--- src/rtl/branch_resolve_queue.sv ---
`default_nettype none
// ============================================================================
// Module   : branch_resolve_queue
// Purpose  : In-order branch record queue; resolves absolute targets, redirects
//            fetch on mispredict and emits one predictor update per branch.
// Revision : 1.0 - initial release
// ============================================================================
module branch_resolve_queue #(
    parameter int DEPTH = 4
) (
    input  logic        clk,
    input  logic        rst,
    input  logic        push_valid,
    output logic        push_ready,
    input  logic [31:0] push_pc,
    input  logic [1:0]  push_kind,
    input  logic [31:0] push_target,
    input  logic [31:0] push_pred_pc,
    input  logic        res_valid,
    output logic        res_ready,
    input  logic        res_taken,
    input  logic [31:0] res_reg_target,
    output logic        redirect_valid,
    output logic [31:0] redirect_pc,
    output logic        upd_valid,
    input  logic        upd_ready,
    output logic [31:0] upd_pc,
    output logic [31:0] upd_target,
    output logic        upd_taken,
    output logic        underflow_err
);
    localparam int            c_AW       = $clog2(DEPTH);
    localparam logic [c_AW:0] c_PTR_ONE  = {{c_AW{1'b0}}, 1'b1};
    localparam logic [1:0]    c_KIND_BR  = 2'd0;
    localparam logic [1:0]    c_KIND_J   = 2'd1;
    localparam logic [1:0]    c_KIND_RSV = 2'd3;

    logic [31:0]   r_pc_mem   [DEPTH];
    logic [31:0]   r_tgt_mem  [DEPTH];
    logic [31:0]   r_pred_mem [DEPTH];
    logic [1:0]    r_kind_mem [DEPTH];
    logic [c_AW:0] r_wptr;
    logic [c_AW:0] r_rptr;

    logic          r_redirect_valid;
    logic [31:0]   r_redirect_pc;
    logic          r_upd_valid;
    logic [31:0]   r_upd_pc;
    logic [31:0]   r_upd_target;
    logic          r_upd_taken;
    logic          r_underflow_err;

    logic          w_full;
    logic          w_empty;
    logic          w_push_fire;
    logic          w_res_fire;
    logic          w_mispredict;
    logic [c_AW-1:0] w_head;
    logic [31:0]   w_h_pc;
    logic [31:0]   w_h_tgt;
    logic [31:0]   w_h_pred;
    logic [1:0]    w_h_kind;
    logic [31:0]   w_fall;
    logic [31:0]   w_seq;
    logic [31:0]   w_br_tgt;
    logic [31:0]   w_actual;
    logic [31:0]   w_upd_target;
    logic          w_upd_taken;

    // Wrap bits differ but indices match: writer has lapped the reader.
    assign w_full  = (r_wptr[c_AW] != r_rptr[c_AW]) &&
                     (r_wptr[c_AW-1:0] == r_rptr[c_AW-1:0]);
    assign w_empty = (r_wptr == r_rptr);

    assign push_ready = rst && !w_full;
    assign res_ready  = rst && !w_empty && (!r_upd_valid || upd_ready);

    assign w_push_fire = push_valid && push_ready && (push_kind != c_KIND_RSV);
    assign w_res_fire  = res_valid && res_ready;

    assign w_head   = r_rptr[c_AW-1:0];
    assign w_h_pc   = r_pc_mem[w_head];
    assign w_h_tgt  = r_tgt_mem[w_head];
    assign w_h_pred = r_pred_mem[w_head];
    assign w_h_kind = r_kind_mem[w_head];

    assign w_fall   = w_h_pc + 32'd4;
    assign w_seq    = w_h_pc + 32'd8;
    assign w_br_tgt = w_fall + w_h_tgt;

    always_comb begin
        w_actual     = res_reg_target;
        w_upd_target = res_reg_target;
        w_upd_taken  = 1'b1;
        case (w_h_kind)
            c_KIND_BR: begin
                w_actual     = res_taken ? w_br_tgt : w_seq;
                w_upd_target = w_br_tgt;
                w_upd_taken  = res_taken;
            end
            c_KIND_J: begin
                // Jump stays in the 256 MB region of the delay-slot address.
                w_actual     = {w_fall[31:28], w_h_tgt[27:0]};
                w_upd_target = {w_fall[31:28], w_h_tgt[27:0]};
            end
            default: ;
        endcase
    end

    assign w_mispredict = w_res_fire && (w_actual != w_h_pred);

    always_ff @(posedge clk) begin
        if (!rst) begin
            r_wptr <= '0;
            r_rptr <= '0;
        end else if (w_mispredict) begin
            // Flush everything younger, including a same-cycle push.
            r_rptr <= r_rptr + c_PTR_ONE;
            r_wptr <= r_rptr + c_PTR_ONE;
        end else begin
            if (w_push_fire) r_wptr <= r_wptr + c_PTR_ONE;
            if (w_res_fire)  r_rptr <= r_rptr + c_PTR_ONE;
        end
    end

    always_ff @(posedge clk) begin
        if (w_push_fire && !w_mispredict) begin
            r_pc_mem[r_wptr[c_AW-1:0]]   <= push_pc;
            r_tgt_mem[r_wptr[c_AW-1:0]]  <= push_target;
            r_pred_mem[r_wptr[c_AW-1:0]] <= push_pred_pc;
            r_kind_mem[r_wptr[c_AW-1:0]] <= push_kind;
        end
    end

    always_ff @(posedge clk) begin
        if (!rst) begin
            r_redirect_valid <= 1'b0;
            r_redirect_pc    <= '0;
            r_upd_valid      <= 1'b0;
            r_upd_pc         <= '0;
            r_upd_target     <= '0;
            r_upd_taken      <= 1'b0;
            r_underflow_err  <= 1'b0;
        end else begin
            r_redirect_valid <= w_mispredict;
            if (w_mispredict) r_redirect_pc <= w_actual;
            if (w_res_fire) begin
                r_upd_valid  <= 1'b1;
                r_upd_pc     <= w_h_pc;
                r_upd_target <= w_upd_target;
                r_upd_taken  <= w_upd_taken;
            end else if (r_upd_valid && upd_ready) begin
                r_upd_valid <= 1'b0;
            end
            if (res_valid && w_empty) r_underflow_err <= 1'b1;
        end
    end

    assign redirect_valid = r_redirect_valid;
    assign redirect_pc    = r_redirect_pc;
    assign upd_valid      = r_upd_valid;
    assign upd_pc         = r_upd_pc;
    assign upd_target     = r_upd_target;
    assign upd_taken      = r_upd_taken;
    assign underflow_err  = r_underflow_err;

endmodule
`default_nettype wire

--- config.mk ---
export PLATFORM = sky130hd
export DESIGN_NAME = branch_resolve_queue
export DESIGN_NICKNAME = d
export VERILOG_FILES = /design/src/rtl/branch_resolve_queue.sv
export SDC_FILE = /design/constraint.sdc
export NUM_CORES = 1
export LEC_CHECK = 0
export ABC_AREA = 1
export ABC_CLOCK_PERIOD_IN_PS = 9200
export CAP_MARGIN = 20
export CORE_ASPECT_RATIO = 0.5
export CORE_UTILIZATION = 36
export CTS_BUF_LIST = sky130_fd_sc_hd__clkbuf_8 sky130_fd_sc_hd__clkbuf_16
export DETAILED_ROUTE_END_ITERATION = 10
export SYNTH_ARGS = -nofsm -noshare
export SYNTH_HDL_FRONTEND = slang
export SYNTH_SLANG_ARGS = --single-unit
--- constraint.sdc ---
create_clock -name clk -period 9.2 [get_ports clk]
set_clock_uncertainty 0.15 [all_clocks]
set_input_delay 2.3 -clock clk [delete_from_list [all_inputs] [get_ports clk]]
set_output_delay 2.3 -clock clk [all_outputs]
set_load 0.1 [all_outputs]
==> results <==
- The flow ran to the end, and the final reports show no timing, DRC or antenna violations.
- The top fanout value on the critical path is 66.
- On the critical path, the stage with the largest delay is an instance of sky130_fd_sc_hd__buf_4.
- Cells fill between 40 and 50% of the core in the end.
- Once the floorplan was initialized, standard cells occupied between 30 and 40% of the core.
- Setup total negative slack on the finished layout was measured at 0 ns.
- Routability-driven placement finished with a final weighted congestion of roughly 0.99.
- The routed via count divided by cell count is between 5 and 6.
- The top cell type by area accounts for 47.8% of the synthesized area.
- The via count of the first global-routing pass is ~19,000.
- The first detailed-routing pass took 8 iterations.
- The maximum cell stage delay along the critical path is about 0.64 ns.
- Summed over all nets, the half-perimeter wirelength after detailed placement is roughly 61 mm.
- The overall overflow remaining after global route is 0.
- The number of antenna violations at the first check in global routing is 5.
- The average wire length per cell after detail routing is between 20 and 25 um.
- The area of placed instances is 0.0277 sq mm.
- With fillers left out, the area of the finished cells amounts to 0.0291 sq mm.
- The synthesized design contains 392 enable-type register cells.
- The dominant register cell in the synthesized netlist is sky130_fd_sc_hd__edfxtp_1.
- The die covers slightly below 0.07 sq mm.
- The signal arrival time at the worst endpoint is about 7.3 ns.
- The CTS root buffer is sky130_fd_sc_hd__clkbuf_16.
- TritonCTS built the clock tree.
- Yosys instantiated no cell more often than sky130_fd_sc_hd__nand2_1.
- The number of hold buffers added after CTS is 0.
- The I/O pin count is roughly 240.
- Setup repair after global routing left no endpoint under its margin.
- Global routing used 23.3% of the available tracks.
- The number of standard cells after synthesis is between 2,000 and 3,000.
- The area of the core region is around 0.067 sq mm.
- Counting flops with an async set or reset pin after synthesis yields a share of 0%.
- The kind of critical path is reg -> reg.
- After detailed placement, the design holds a cell count of 3,750.
- The worst-case clock buffer depth is 3.
- The fraction of layout cells with a size suffix above 1 is a little over 6%.
- The total number of H-tree levels is 2.
- Input and output buffers added on the ports amount to ~240.
- For this design the ratio of total power to cell area is just over 300 mW/mm^2.
- Entering global routing, the biggest net connects between 90 and 100 pins.
- The synthesized area is ~0.025 sq mm.
- The number of filler instances in the final layout is approximately 6,500.
- The worst-case IR drop observed on VDD is between 0.0001 and 0.00015 V.
- The class of the most critical hold timing path is reg -> reg.
- The actual slew at the worst max-slew pin is around 1.1 ns.
- In this run the remaining antenna-violating nets after routing total 0.
- At the later pin of the worst-skew pair, clock insertion delay measures about 0.58 ns.
- Clock tree synthesis found a total of 500 sinks.
- The worst relative slew slack is about 28%.
- After synthesis, the most frequently instantiated cells are sky130_fd_sc_hd__nand2_1 (782), sky130_fd_sc_hd__edfxtp_1 (392), sky130_fd_sc_hd__nand3_1 (247).
- The number of vias in the routed layout is roughly 20,000.
- Ranked by total cell area, the synthesized netlist is headed by sky130_fd_sc_hd__edfxtp_1 (48%), sky130_fd_sc_hd__nand2_1 (12%), sky130_fd_sc_hd__dfxtp_1 (8.8%), sky130_fd_sc_hd__nand3_1 (5.0%), sky130_fd_sc_hd__nor2_1 (3.4%).
- In the finished design, the share of the clock period the worst path needs comes to 78.9%.
- Sequential elements use ~57% of the synthesized area.
- The worst setup path is launched from a flip-flop.
- The total clock buffers created by CTS is 47.
- The number of nets in the layout is between 3,000 and 4,000.
- The number of gates resized after cts is 0.
- The synthesized netlist contains 54 unique library cells.
- The setup fix buffers added after clock tree synthesis is 0.
- Synthesis inferred 500 register bits.
- Setup violations remaining at the end of the flow were counted as 0.
- The clock slew seen by the registers of the worst setup and hold paths is roughly 0.060 ns.
- The number of remaining DRC errors is 0.
- Summed over all layers, the routed wires come to just over 80 mm.
- The category of the worst setup path capture point is a flip-flop.
- During synthesis, Yosys emitted a total of 0 warnings.
- The vertical die dimension is 187 um.
- The number of max-capacitance violations reported is 0.
- The cell repeated most along the worst path is sky130_fd_sc_hd__nand2_1.
- The number of nets in the synthesized netlist is roughly 2,900.
- Counting I/O delays and the setup requirement, the final critical path takes between 7 and 8 ns.
- The analysis attributes to cell leakage a power of around 11 nW.
- The die is roughly 370 um wide.
- The first-pass GRT wire length is ~120 mm.
- The max-slew violation count is 0.
- The number of standard-cell rows in the floorplan is 67.
- The data required time at the worst endpoint is 9.25 ns.
- The final standard cell count with taps included and fillers excluded is 3,837.
- For this block, the initial DRC count from the detailed router was between 2,000 and 2,500.
- The largest area contributor in the netlist is sky130_fd_sc_hd__edfxtp_1.
- The maximum clock frequency is approximately 140 MHz.
- Each instance of the synthesized netlist takes up on average roughly 9.1 sq um.
- The hold violation total from the final report is 0.
- Relative to the synthesized area, the layout overhead comes to 18.3%.
-- cell type report --
type | instances | area [sq um] | area share (%)
sequential | 500 | 13900 | 47.9
multi-input combinational | 1869 | 9140 | 31.4
timing repair buffer | 261 | 2640 | 9.05
clock buffer | 49 | 1200 | 4.13
tap | 897 | 1120 | 3.85
inverter | 223 | 846 | 2.90
clock inverter | 36 | 224 | 0.769
antenna | 2 | 5.00 | 0.0172
-- power breakdown --
part           internal (mW)  switching, mW
Clock                   1.00          0.847
Combinational           1.06           3.10
Sequential              2.68          0.121
Total                   4.74           4.07
-- placed cells by master (no fill, tap or decap), types with 27 or more instances in the layout --
master,count
sky130_fd_sc_hd__edfxtp_1,392
sky130_fd_sc_hd__nand2_1,782
sky130_fd_sc_hd__a32oi_1,27
sky130_fd_sc_hd__xor2_1,29
sky130_fd_sc_hd__a21oi_1,127
sky130_fd_sc_hd__clkbuf_16,47
sky130_fd_sc_hd__ha_1,42
sky130_fd_sc_hd__nor2_1,218
sky130_fd_sc_hd__dfxtp_1,106
sky130_fd_sc_hd__o22ai_1,28
sky130_fd_sc_hd__o21ai_0,165
sky130_fd_sc_hd__clkdlybuf4s50_1,236
sky130_fd_sc_hd__inv_1,221
sky130_fd_sc_hd__nand3_1,247
-- worst paths after layout --
check	from	endpoint	slack [ns]	depth (start not counted)
max	flip-flop	r_pred_mem[0][7]$_DFFE_PP_	1.94	34
min	redirect_pc[12]$_SDFFE_PN0P_	redirect_pc[12]$_SDFFE_PN0P_	0.32	2
max reg2reg	flip-flop	r_pred_mem[0][7]$_DFFE_PP_	1.94	34
min reg2reg	redirect_pc[12]$_SDFFE_PN0P_	redirect_pc[12]$_SDFFE_PN0P_	0.32	2
-- kinds of logic (layout without fill, tap and decap cells) --
group | Yosys count | count (layout) | synth area share [%]
other | 0 | 2 | 0
buffers and inverters | 336 | 569 | 6.37
flip-flops | 500 | 500 | 56.6
AND/OR/NAND/NOR | 1380 | 1380 | 24.0
AO/OA/AOI/OAI | 410 | 410 | 9.49
XOR/XNOR | 36 | 36 | 1.28
adder cells (fa/ha/maj) | 43 | 43 | 2.22
-- state kept, by name, summed over array words and instances, names as in the netlist, named ones only --
signal	count
r_pc_mem	128
r_pred_mem	128
r_tgt_mem	128
redirect_pc	32
upd_pc	32
upd_target	32
r_kind_mem	8
r_rptr	3
r_wptr	3
redirect_valid	1
underflow_err	1
upd_taken	1
upd_valid	1
-- critical path, delay by kind of cell, from the launching register on --
family / cells / cell delay, ns
flip-flops: 1 / 0.55
XOR/XNOR: 1 / 0.21
AND/OR/NAND/NOR: 26 / 3.42
adder cells (fa/ha/maj): 2 / 0.62
buffers and inverters: 4 / 1.36
AO/OA/AOI/OAI: 1 / 0.45
-- metrics by stage --
step	setup slack, ns	hold slack [ns]	power [mW]
final	1.94	0.319	8.81
after global routing	1.42	0.339	9.28
after CTS	2.08	0.320	8.80
after detailed placement	2.12	0.311	6.96
after global placement	2.06	0.309	6.95
after floorplan	0.305	0.336	5.76
-- per-layer routing --
metal	GRT usage, %	part of all wire (%)
met5	0	0.016
met4	8.07	3.6
met3	3.47	6.6
met2	36.0	45
met1	33.3	45
No activity file was read; power rests on OpenSTA's default activity.
